## config.mk

```make
export PLATFORM = sky130hd
export DESIGN_NAME = alu_mdu_seq
export DESIGN_NICKNAME = d
export VERILOG_FILES = /design/src/rtl/alu_mdu_seq.sv
export SDC_FILE = /design/constraint.sdc
export NUM_CORES = 1
export LEC_CHECK = 0
export BUFFER_PORTS_ARGS = -buffer_cell sky130_fd_sc_hd__buf_2
export CORE_UTILIZATION = 50
export DETAILED_ROUTE_END_ITERATION = 8
export GPL_TIMING_DRIVEN = 0
export PLACE_DENSITY = 0.73
export SETUP_SLACK_MARGIN = 0.3
export SYNTH_ARGS = -nofsm -noshare
export SYNTH_HDL_FRONTEND = slang
export SYNTH_SLANG_ARGS = --single-unit
export TNS_END_PERCENT = 10
```

## constraint.sdc

```tcl
create_clock -name clk -period 4 [get_ports clk]
set_input_delay 0.6 -clock clk [delete_from_list [all_inputs] [get_ports clk]]
set_output_delay 0.6 -clock clk [all_outputs]
set_load 0.02 [all_outputs]
```

## src/rtl/alu_mdu_seq.sv

```systemverilog
// Handshaked execution unit: single-cycle ALU ops plus iterative unsigned
// shift-add multiply and restoring divide, results held until consumed.
module alu_mdu_seq #(
  parameter int WIDTH = 32
) (
  input  logic             clk,
  input  logic             reset,
  input  logic             in_valid,
  output logic             in_ready,
  input  logic [WIDTH-1:0] a,
  input  logic [WIDTH-1:0] b,
  input  logic [3:0]       alu_control,
  output logic             out_valid,
  input  logic             out_ready,
  output logic [WIDTH-1:0] result_lo,
  output logic [WIDTH-1:0] result_hi,
  output logic             zout,
  output logic             ovf,
  output logic             illegal
);

  localparam int CNTW = $clog2(WIDTH + 1);

  localparam logic [3:0] OP_AND  = 4'b0000;
  localparam logic [3:0] OP_OR   = 4'b0001;
  localparam logic [3:0] OP_ADD  = 4'b0010;
  localparam logic [3:0] OP_XOR  = 4'b0011;
  localparam logic [3:0] OP_NOR  = 4'b0100;
  localparam logic [3:0] OP_SLTU = 4'b0101;
  localparam logic [3:0] OP_SUB  = 4'b0110;
  localparam logic [3:0] OP_SLT  = 4'b0111;
  localparam logic [3:0] OP_MULU = 4'b1000;
  localparam logic [3:0] OP_DIVU = 4'b1001;

  typedef enum logic [1:0] {S_IDLE, S_MUL, S_DIV, S_DONE} state_t;

  state_t               r_state, w_state_next;
  logic [WIDTH-1:0]     r_a, w_a_next;
  logic [WIDTH-1:0]     r_b, w_b_next;
  logic [2*WIDTH-1:0]   r_acc, w_acc_next;
  logic [CNTW-1:0]      r_cnt, w_cnt_next;
  logic [WIDTH-1:0]     r_lo, w_lo_next;
  logic [WIDTH-1:0]     r_hi, w_hi_next;
  logic                 r_z, w_z_next;
  logic                 r_ovf, w_ovf_next;
  logic                 r_ill, w_ill_next;

  logic [WIDTH-1:0]     w_sum, w_diff, w_alu_lo;
  logic                 w_alu_ovf, w_alu_ill;
  logic [WIDTH:0]       w_madd;
  logic [2*WIDTH-1:0]   w_mul_step;
  logic [WIDTH:0]       w_rem_sh;
  logic [WIDTH-1:0]     w_dsub;
  logic                 w_dge;
  logic [2*WIDTH-1:0]   w_div_step;
  logic                 w_last;

  assign in_ready  = (r_state == S_IDLE);
  assign out_valid = (r_state == S_DONE);
  assign result_lo = r_lo;
  assign result_hi = r_hi;
  assign zout      = r_z;
  assign ovf       = r_ovf;
  assign illegal   = r_ill;

  assign w_sum  = a + b;
  assign w_diff = a - b;

  always_comb begin
    w_alu_lo  = '0;
    w_alu_ovf = 1'b0;
    w_alu_ill = 1'b0;
    case (alu_control)
      OP_AND:  w_alu_lo = a & b;
      OP_OR:   w_alu_lo = a | b;
      OP_ADD: begin
        w_alu_lo  = w_sum;
        w_alu_ovf = (a[WIDTH-1] == b[WIDTH-1]) && (w_sum[WIDTH-1] != a[WIDTH-1]);
      end
      OP_XOR:  w_alu_lo = a ^ b;
      OP_NOR:  w_alu_lo = ~(a | b);
      OP_SLTU: w_alu_lo = {{(WIDTH-1){1'b0}}, (a < b)};
      OP_SUB: begin
        w_alu_lo  = w_diff;
        w_alu_ovf = (a[WIDTH-1] != b[WIDTH-1]) && (w_diff[WIDTH-1] != a[WIDTH-1]);
      end
      OP_SLT:  w_alu_lo = {{(WIDTH-1){1'b0}}, ($signed(a) < $signed(b))};
      OP_MULU, OP_DIVU: w_alu_lo = '0;
      default: w_alu_ill = 1'b1;
    endcase
  end

  // Multiply: acc = {partial product, remaining multiplier bits}, shifted right each step.
  assign w_madd     = {1'b0, r_acc[2*WIDTH-1:WIDTH]} + (r_acc[0] ? {1'b0, r_a} : '0);
  assign w_mul_step = {w_madd, r_acc[WIDTH-1:1]};

  // Divide: acc = {remainder, dividend/quotient}; quotient bits enter at the bottom.
  assign w_rem_sh   = {r_acc[2*WIDTH-1:WIDTH], r_acc[WIDTH-1]};
  assign w_dge      = (w_rem_sh >= {1'b0, r_b});
  assign w_dsub     = w_rem_sh[WIDTH-1:0] - r_b;
  assign w_div_step = {(w_dge ? w_dsub : w_rem_sh[WIDTH-1:0]), r_acc[WIDTH-2:0], w_dge};

  assign w_last = (r_cnt == CNTW'(WIDTH - 1));

  always_comb begin
    w_state_next = r_state;
    w_a_next     = r_a;
    w_b_next     = r_b;
    w_acc_next   = r_acc;
    w_cnt_next   = r_cnt;
    w_lo_next    = r_lo;
    w_hi_next    = r_hi;
    w_z_next     = r_z;
    w_ovf_next   = r_ovf;
    w_ill_next   = r_ill;
    case (r_state)
      S_IDLE: begin
        if (in_valid) begin
          w_a_next   = a;
          w_b_next   = b;
          w_cnt_next = '0;
          if (alu_control == OP_MULU) begin
            w_acc_next   = {{WIDTH{1'b0}}, b};
            w_state_next = S_MUL;
          end else if (alu_control == OP_DIVU && b != '0) begin
            w_acc_next   = {{WIDTH{1'b0}}, a};
            w_state_next = S_DIV;
          end else if (alu_control == OP_DIVU) begin
            w_lo_next    = '1;
            w_hi_next    = a;
            w_z_next     = 1'b0;
            w_ovf_next   = 1'b0;
            w_ill_next   = 1'b0;
            w_state_next = S_DONE;
          end else begin
            w_lo_next    = w_alu_lo;
            w_hi_next    = '0;
            w_z_next     = (w_alu_lo == '0);
            w_ovf_next   = w_alu_ovf;
            w_ill_next   = w_alu_ill;
            w_state_next = S_DONE;
          end
        end
      end
      S_MUL: begin
        w_acc_next = w_mul_step;
        w_cnt_next = r_cnt + 1'b1;
        if (w_last) begin
          w_lo_next    = w_mul_step[WIDTH-1:0];
          w_hi_next    = w_mul_step[2*WIDTH-1:WIDTH];
          w_z_next     = (w_mul_step[WIDTH-1:0] == '0);
          w_ovf_next   = 1'b0;
          w_ill_next   = 1'b0;
          w_state_next = S_DONE;
        end
      end
      S_DIV: begin
        w_acc_next = w_div_step;
        w_cnt_next = r_cnt + 1'b1;
        if (w_last) begin
          w_lo_next    = w_div_step[WIDTH-1:0];
          w_hi_next    = w_div_step[2*WIDTH-1:WIDTH];
          w_z_next     = (w_div_step[WIDTH-1:0] == '0);
          w_ovf_next   = 1'b0;
          w_ill_next   = 1'b0;
          w_state_next = S_DONE;
        end
      end
      S_DONE: begin
        if (out_ready) w_state_next = S_IDLE;
      end
      default: w_state_next = S_IDLE;
    endcase
  end

  always_ff @(posedge clk) begin
    if (reset) begin
      r_state <= S_IDLE;
      r_a     <= '0;
      r_b     <= '0;
      r_acc   <= '0;
      r_cnt   <= '0;
      r_lo    <= '0;
      r_hi    <= '0;
      r_z     <= 1'b0;
      r_ovf   <= 1'b0;
      r_ill   <= 1'b0;
    end else begin
      r_state <= w_state_next;
      r_a     <= w_a_next;
      r_b     <= w_b_next;
      r_acc   <= w_acc_next;
      r_cnt   <= w_cnt_next;
      r_lo    <= w_lo_next;
      r_hi    <= w_hi_next;
      r_z     <= w_z_next;
      r_ovf   <= w_ovf_next;
      r_ill   <= w_ill_next;
    end
  end

endmodule

```

Word-level counts from Yosys, hierarchy flattened
Cells that the tools add are included.

cells by class
  equality and inequality tests = 25
  reductions and logical operators = 19
  div/mod/pow operators = 0
  add/sub/neg operators = 5
  bitwise operators = 4
  multiply operators = 0
  multiplexer cells = 49
  $lt $le $gt $ge = 3
  shift-type cells = 0

operator list
  cell                                                             count
  32-bit 2-to-1 mux                                                14
  32-bit one-hot mux with 8 select lines                           1
  64-bit 2-to-1 mux                                                3
  32-bit one-hot mux with 3 select lines                           2
  64-bit one-hot mux with 3 select lines                           1
  32-bit logical NOT                                               3
  32-bit < comparator                                              2
  32-bit subtractor                                                2
  32-bit by 32-bit adder with 33-bit output                        1
  33-bit by 32-bit >= comparator with 1-bit output                 1
  32-bit adder                                                     1
  32-bit bitwise AND                                               1
  32-bit inverter                                                  1
  32-bit bitwise OR                                                1
  32-bit nonzero test                                              1
  32-bit bitwise XOR                                               1
  1-bit 2-to-1 mux                                                 17
  4-bit by 3-bit == test with 1-bit output, second input constant  4
  6-bit one-hot mux with 2 select lines                            1
  2-bit != test, second input constant                             5
  10-bit OR reduction                                              1
  4-bit by 2-bit == test with 1-bit output, second input constant  2
  4-bit == test, second input constant                             2
  2-bit 2-to-1 mux                                                 4
  23 further kinds                                                 33

word-level totals
  memories kept = 0
  memory bits (writable) = 0
  register bits = 203
  input port bits = 72
  ROM bits = 0
  logic and storage cells = 115
  bits in latches = 0
  output and inout port bits = 69

Depth between registers and ports, before layout
Gate-level depths: netlist of run 1.

  depth after elaboration = 9
  depth in mapped cells = 16
  depth with buffers taken out = 15

Worst setup path after synthesis of run 1
OpenSTA, ideal clock, no wires.

  path kind = input to register
  start point = input a[0]
  end point = register r_z, in the netlist zout
  buffers on the path = 0
  library setup time = 0.070 ns
  required time = 3.930 ns
  slack = 0.236 ns
  arrival = 3.694 ns
  stages on the path = 14
  path through = ha_1 > inv_1 > fa_1 > nand2b_4 > a2111o_1 > and3_4 > o31a_1 > o41a_1 > a221oi_2 > o22ai_1 > nor4_1 > nand4_1 > nor4_1 > o2bb2ai_1

between the ends
  longest elaborated chain between the ends = 9

RTL lines
  what                                                                       RTL line  RTL
  start: declaration                                                         10        input logic [WIDTH-1:0] a,
  parallel branches: the longest is 2 deep, another holds 32-bit subtractor  -
  32-bit one-hot mux with 8 select lines *                                   73        case (alu_control)
  32-bit logical NOT *                                                       138       w_z_next = (w_alu_lo == '0);
  1-bit 2-to-1 mux *                                                         128       end else if (alu_control == OP_DIVU) begin
  1-bit 2-to-1 mux *                                                         125       end else if (alu_control == OP_DIVU && b != '0) begin
  1-bit 2-to-1 mux *                                                         122       if (alu_control == OP_MULU) begin
  1-bit 2-to-1 mux *                                                         118       if (in_valid) begin
  1-bit one-hot mux with 3 select lines *                                    116       case (r_state)
  end signal: assignment                                                     196       r_z <= w_z_next;
  end: declaration                                                           44        logic r_z, w_z_next;

Mark *: on every way between the ends. The select of a mux whose other input is x is not followed.
A chain may end at the register's enable or synchronous reset.

Worst setup path after layout of run 1
  start point = input b[0]
  end point = register r_lo[18], in the netlist result_lo[18]

between the ends
  longest elaborated chain between the ends = 7

RTL lines
  what                                                      RTL line  RTL
  start: declaration                                        11        input logic [WIDTH-1:0] b,
  32-bit subtractor / 32-bit adder (equally long branches)  67, 66
  32-bit one-hot mux with 8 select lines                    73
  32-bit 2-to-1 mux                                         128
  32-bit 2-to-1 mux                                         125
  32-bit 2-to-1 mux                                         122
  32-bit 2-to-1 mux                                         118
  32-bit one-hot mux with 3 select lines                    116
  end signal: assignment                                    194       r_lo <= w_lo_next;
  end: declaration                                          42        logic [WIDTH-1:0] r_lo, w_lo_next;

Several ways; a longest one is shown, not always the timed one. The select of a mux whose other input is x is not followed.

==> flow_metrics.tcl, run 1 <==
set metrics [dict create \
    syn_area_sq_um 18900 \
    drt-pass1-iter-count 7 \
    use_met3_pct 11.6 \
    p_per_area_nw_per_um2 708 \
    core_area_sq_um 36900 \
    drt_wl_total_um 89800 \
    postSynthCellCount 2617 \
    finalSetupTns_ns 0 \
    grt_overflow 0 \
    place.gp.congestion 1.03 \
    synth_cell_types 98 \
    place_ws_ns -1.06 \
    period_needed_ns 3.80 \
    synthFlopType "dfxtp_1" \
    outcome "completed" \
    cp-start-kind "input port" \
    timing.fmax_mhz 263 \
    finalCritPeriodShare_pct 95.1 \
    synth.avg_cell_area_sq_um 7.21 \
    antenna_found_initial 2 \
    cts_tree "built" \
    rows 70 \
    dr_total_vias 22600 \
    grt.busiest_layer "met2" \
    max_cap_violations 0 \
    drt_iter0_drc 3368 \
    die_area_sq_um 38500 \
    placed_cell_area_sq_um 20200 \
    relSlewSlack_pct 27.9 \
    yosysSeqAreaShare_pct 21.5 \
    io_buffers 137 \
    finalSetupViolCount 0 \
    clkSinkCount 203 \
    drc 0 \
    finalClockSkew_ns 0.0115 \
    crit_arrival_ns 4.19 \
    hold_class "input port to flip-flop" \
    ant_nets 0 \
    design_area_sq_um 21900 \
    worst_pin_slew_ns 1.07 \
    drive_above_1_share_pct 14.0 \
    synth_nets 2864 \
    grt.total_usage_pct 44.6 \
    routedWlPerCell_um 27.0 \
    fp.dieW_um 196 \
    ir_drop_mv 0.428 \
    setup_slack_ns 0.197 \
    p_total_mw 15.5 \
    vias_per_cell 6.82 \
    hold_viol_final 0 \
    gr-usage-met2_pct 65.6 \
    synthArstFlopShare_pct 0 \
    holdPathEnd "r_b[2]" \
    grt_first_pass_wirelength_um 130000 \
    clk_pin_slew_worst_paths_ns 0.06 \
    finalMaxSlewViolations 0 \
    r2r-end "result_hi[31]" \
    dpl.hpwl_um 70700 \
    r2r_cells 15 \
    cts_max_level 1 \
    synth_edf_count 0 \
    die_height_um 196 \
    crit_fanout 6 \
    fin_hold_ws_ns 0.368 \
    rsz0062_at_grt "true" \
    initial_core_util_pct 51.2 \
    reg2reg_from "r_acc[0]" \
    cts_buffer_depth 3 \
    grt_use_met1_pct 60.9 \
    cp.required_ns 4.39 \
    grt_pass1_vias 20800 \
    worst-r2r-setup-slack_ns 0.23 \
    finalNonFillerCells 3321 \
    worstSkewPairLatency_ns 0.54 \
    cts_made_buffers 23 \
    worst_setup_path_end_kind "flip-flop" \
    ys.warnings.count 0 \
    final_nets 3047 \
    areaGrowthSynthToFinish_pct 16.2 \
    synth_seq_cells 203 \
    grt_max_degree 14 \
    p_leak_nw 9.17 \
    path_class "input port to flip-flop" \
    whs_path_depth 3 \
    cts_root_buf "clkbuf_16" \
    num_io_pins 141 \
    dp.cells 3259 \
    fin_util_pct 59.5 \
    hp-start "b[2]" \
]
final cells by class:
| class | instances | area, sq um |
|---|---|---|
| fill | 3522 | 14900 |
| multi-input combinational | 2097 | 14200 |
| sequential | 203 | 4070 |
| buffer | 167 | 871 |
| timing repair buffer | 158 | 863 |
| clock buffer | 32 | 639 |
| tap | 504 | 631 |
| inverter | 150 | 563 |
| clock inverter | 9 | 114 |
| antenna | 1 | 2.50 |
flip-flops by register name (all words and copies together), names as in the netlist:
name,flops
result_lo,32
r_state,2
illegal,1
r_cnt,6
r_b,32
r_a,32
zout,1
r_acc,64
ovf,1
result_hi,32
where the power goes:
part	switching, mW	internal (mW)	total (mW)
Combinational	6.63	3.47	10.1
Clock	0.944	1.25	2.20
Sequential	0.601	2.63	3.23
Total	8.18	7.36	15.5
cell usage after synthesis, drive strengths merged (24+ instances only):
library cell | instances | area share (%)
a21o | 62 | 2.5
nand3 | 75 | 2.0
dfxtp | 203 | 22
a221o | 30 | 1.6
nor4 | 31 | 1.0
nand2 | 353 | 7.0
a211oi | 82 | 3.3
a31oi | 30 | 0.99
nor2 | 201 | 4.0
xnor2 | 42 | 1.9
buf | 32 | 0.87
and2 | 49 | 1.6
o211ai | 56 | 2.2
ha | 171 | 11
a21oi | 309 | 8.2
inv | 146 | 2.9
xor2 | 24 | 1.1
mux2i | 27 | 1.4
nor3 | 43 | 1.1
nand4 | 25 | 0.83
o22ai | 28 | 0.93
clkbuf | 135 | 3.5
o21ai | 130 | 3.5
worst max-delay path by stage:
stage,slack (ns),end,from,depth (start not counted)
2_1_floorplan,0.34,zout,a[0],14
3_3_place_gp,-1.03,zout,a[6],15
3_5_place_dp,-1.06,zout,a[6],15
4_1_cts,0.24,zout,b[1],14
5_1_grt,0.16,result_hi[31],r_acc[0],15
6_report,0.20,result_lo[18],b[0],14
layer usage:
metal / routed length (um) / share of wire (%)
met1: 36500 / 41
met2: 36700 / 41
met3: 12200 / 14
met4: 4320 / 4.8
met5: 12 / 0.013
cell families (layout without fill, tap and decap cells):
group / count (synthesis) / in the layout / synth area share, %
AO/OA/AOI/OAI: 937 / 937 / 32.8
XOR/XNOR: 66 / 66 / 3.06
adder cells (fa/ha/maj): 175 / 175 / 11.8
buffers and inverters: 317 / 516 / 7.38
flip-flops: 203 / 203 / 21.5
multiplexers: 27 / 27 / 1.43
other: 0 / 1 / 0
AND/OR/NAND/NOR: 892 / 892 / 22.0
worst max-delay path, cell delays in order:
cell	delay, ns
buf_4	0.14
ha_4	0.15
inv_1	0.05
fa_2	0.36
nand2b_4	0.17
a2111o_1	0.52
and3_4	0.22
o31a_1	0.32
o41a_1	0.40
a221oi_2	0.28
o22ai_2	0.15
buf_4	0.16
o21ai_0	0.51
a211oi_1	0.17
placed cells by master, fill, tap and decap left out, types with 56 or more instances in the layout:
cell type	instances
o21ai_0	110
o211ai_1	56
ha_1	165
nand2_1	352
a211oi_1	71
a21oi_1	292
inv_1	144
a21o_1	58
nor2_1	198
dfxtp_1	201
nand3_1	71
buf_2	141
clkbuf_1	106
repair_timing:
action / in CTS / in global routing
hold buffers: 0 / 0
resized for setup: 107 / 88
buffers inserted: 13 / 7
endpoints found under the setup margin: 77 / 71
pin swaps: 25 / 26
Note: power is estimated with default switching activity, not from simulation.
==> inputs of run 2 (changes only) <==
--- a/config.mk
+++ b/config.mk
@@ -7,6 +7,7 @@
 export LEC_CHECK = 0
 export BUFFER_PORTS_ARGS = -buffer_cell sky130_fd_sc_hd__buf_2
 export CORE_UTILIZATION = 50
+export CTS_BUF_LIST = sky130_fd_sc_hd__clkbuf_8
 export DETAILED_ROUTE_END_ITERATION = 8
 export GPL_TIMING_DRIVEN = 0
 export PLACE_DENSITY = 0.73
==> flow_metrics.tcl, run 2 (synthesis gave the netlist of run 1 again) <==
set metrics [dict create \
    outcome "completed" \
    gr-usage-met2_pct 65.8 \
    die_height_um 196 \
    initial_core_util_pct 51.2 \
    grt_overflow 0 \
    cts_max_level 2 \
    grt_use_met1_pct 60.8 \
    dp.cells 3259 \
    finalSetupViolCount 0 \
    cts_tree "built" \
    crit_arrival_ns 4.25 \
    final_nets 3072 \
    fin_util_pct 60.1 \
    finalMaxSlewViolations 0 \
    relSlewSlack_pct 30.9 \
    finalClockSkew_ns 0.0402 \
    worst_pin_slew_ns 1.03 \
    core_area_sq_um 36900 \
    p_per_area_nw_per_um2 694 \
    largest_reg_flops 64 \
    clk_pin_slew_worst_paths_ns 0.07 \
    drt_wl_total_um 90200 \
    worstSkewPairLatency_ns 0.59 \
    grt.total_usage_pct 44.7 \
    cts_buffer_depth 3 \
    areaGrowthSynthToFinish_pct 17.3 \
    fp.dieW_um 196 \
    grt_first_pass_wirelength_um 129000 \
    cp.required_ns 4.51 \
    final_common_cell "nand2_1" \
    crit_fanout 5 \
    num_io_pins 141 \
    finalNonFillerCells 3350 \
    grt.busiest_layer "met2" \
    timing.fmax_mhz 268 \
    cts_hold_buffers 0 \
    dpl.hpwl_um 70700 \
    place.gp.congestion 1.03 \
    hold_class "input port to flip-flop" \
    max_cap_violations 0 \
    vias_per_cell 6.78 \
    antenna_found_initial 4 \
    regMostFlops "r_acc" \
    drt_iter0_drc 3039 \
    whs_path_depth 3 \
    drt-pass1-iter-count 7 \
    cts_root_buf "clkbuf_8" \
    multi_input_area_sq_um 14300 \
    drive_above_1_share_pct 15.5 \
    p_leak_nw 9.27 \
    grt_max_degree 11 \
    p_total_mw 15.4 \
    final-seq-area_sq_um 4070 \
    clkSinkCount 203 \
    grt_pass1_vias 20800 \
    die_area_sq_um 38500 \
    routedWlPerCell_um 26.9 \
    fin_hold_ws_ns 0.300 \
    finalCritPeriodShare_pct 93.4 \
    drc 0 \
    worst_setup_path_end_kind "flip-flop" \
    use_met3_pct 12.0 \
    io_buffers 137 \
    rsz0062_at_grt "true" \
    dr_total_vias 22700 \
    ant_nets 0 \
    rows 70 \
    hold_viol_final 0 \
    path_class "input port to flip-flop" \
    ir_drop_mv 0.511 \
    nFillCells 3505 \
    period_needed_ns 3.73 \
    cts_made_buffers 34 \
    cp-start-kind "input port" \
    final_cell_mix "nand2_1, a21oi_1, dfxtp_1, nor2_1, ha_1" \
    r2r_cells 15 \
]
## run 2: per-layer routing
metal / vias to the layer above / part of all wire (%) / wire, um
li1: 9953 / - / -
met1: 10800 / 41 / 36600
met2: 1683 / 41 / 37000
met3: 277 / 13 / 12100
met4: 4 / 4.8 / 4360
met5: - / 0.13 / 114
## run 2: metrics by stage
step                setup WS [ns]  setup TNS (ns)  instance area [sq um]
global placement            -1.03          -26.46                  20200
global route                0.235               0                  22100
finish                      0.266               0                  22100
detailed placement          -1.06          -23.80                  20200
floorplan                   0.338               0                  18900
CTS                         0.263               0                  21400
## run 2: repair_timing
item / in CTS / in global routing
gates cloned: 0 / 0
setup buffers: 12 / 22
pin swaps: 23 / 33
setup endpoints to repair: 74 / 74
gates resized for setup: 98 / 145
## run 2: final cells by class
| cell class | instances | share of cell area, % |
|---|---|---|
| diodes | 1 | 0.0113 |
| flip-flops and latches | 203 | 18.4 |
| plain buffers | 167 | 4.02 |
| inverters | 150 | 2.55 |
| multi-input cells | 2097 | 64.7 |
| well taps | 504 | 2.85 |
| repair buffers | 172 | 4.44 |
| clock buffers | 38 | 2.36 |
| clock inverters | 18 | 0.735 |
## run 2: critical path, stage by stage
cell       delay (ns)
clkbuf_4         0.16
inv_4            0.07
ha_1             0.35
nor2_1           0.09
o311ai_2         0.50
a21oi_4          0.19
buf_4            0.18
a221oi_4         0.34
xnor2_1          0.14
a221oi_2         0.36
nand4_1          0.29
nor4_1           0.31
nand4_1          0.23
nor4_4           0.26
o2bb2ai_1        0.16
## run 2: power by group
group | internal, mW | switching, mW
registers | 2.64 | 0.594
logic | 3.48 | 6.65
clock network | 1.07 | 0.945
total | 7.18 | 8.19
## run 2: worst paths after layout
check            from       endpoint  slack (ns)
min reg2reg   r_a[22]        r_a[22]        0.45
max reg2reg  r_acc[0]  result_hi[25]        0.37
max              b[1]           zout        0.27
min              a[0]         r_a[0]        0.30
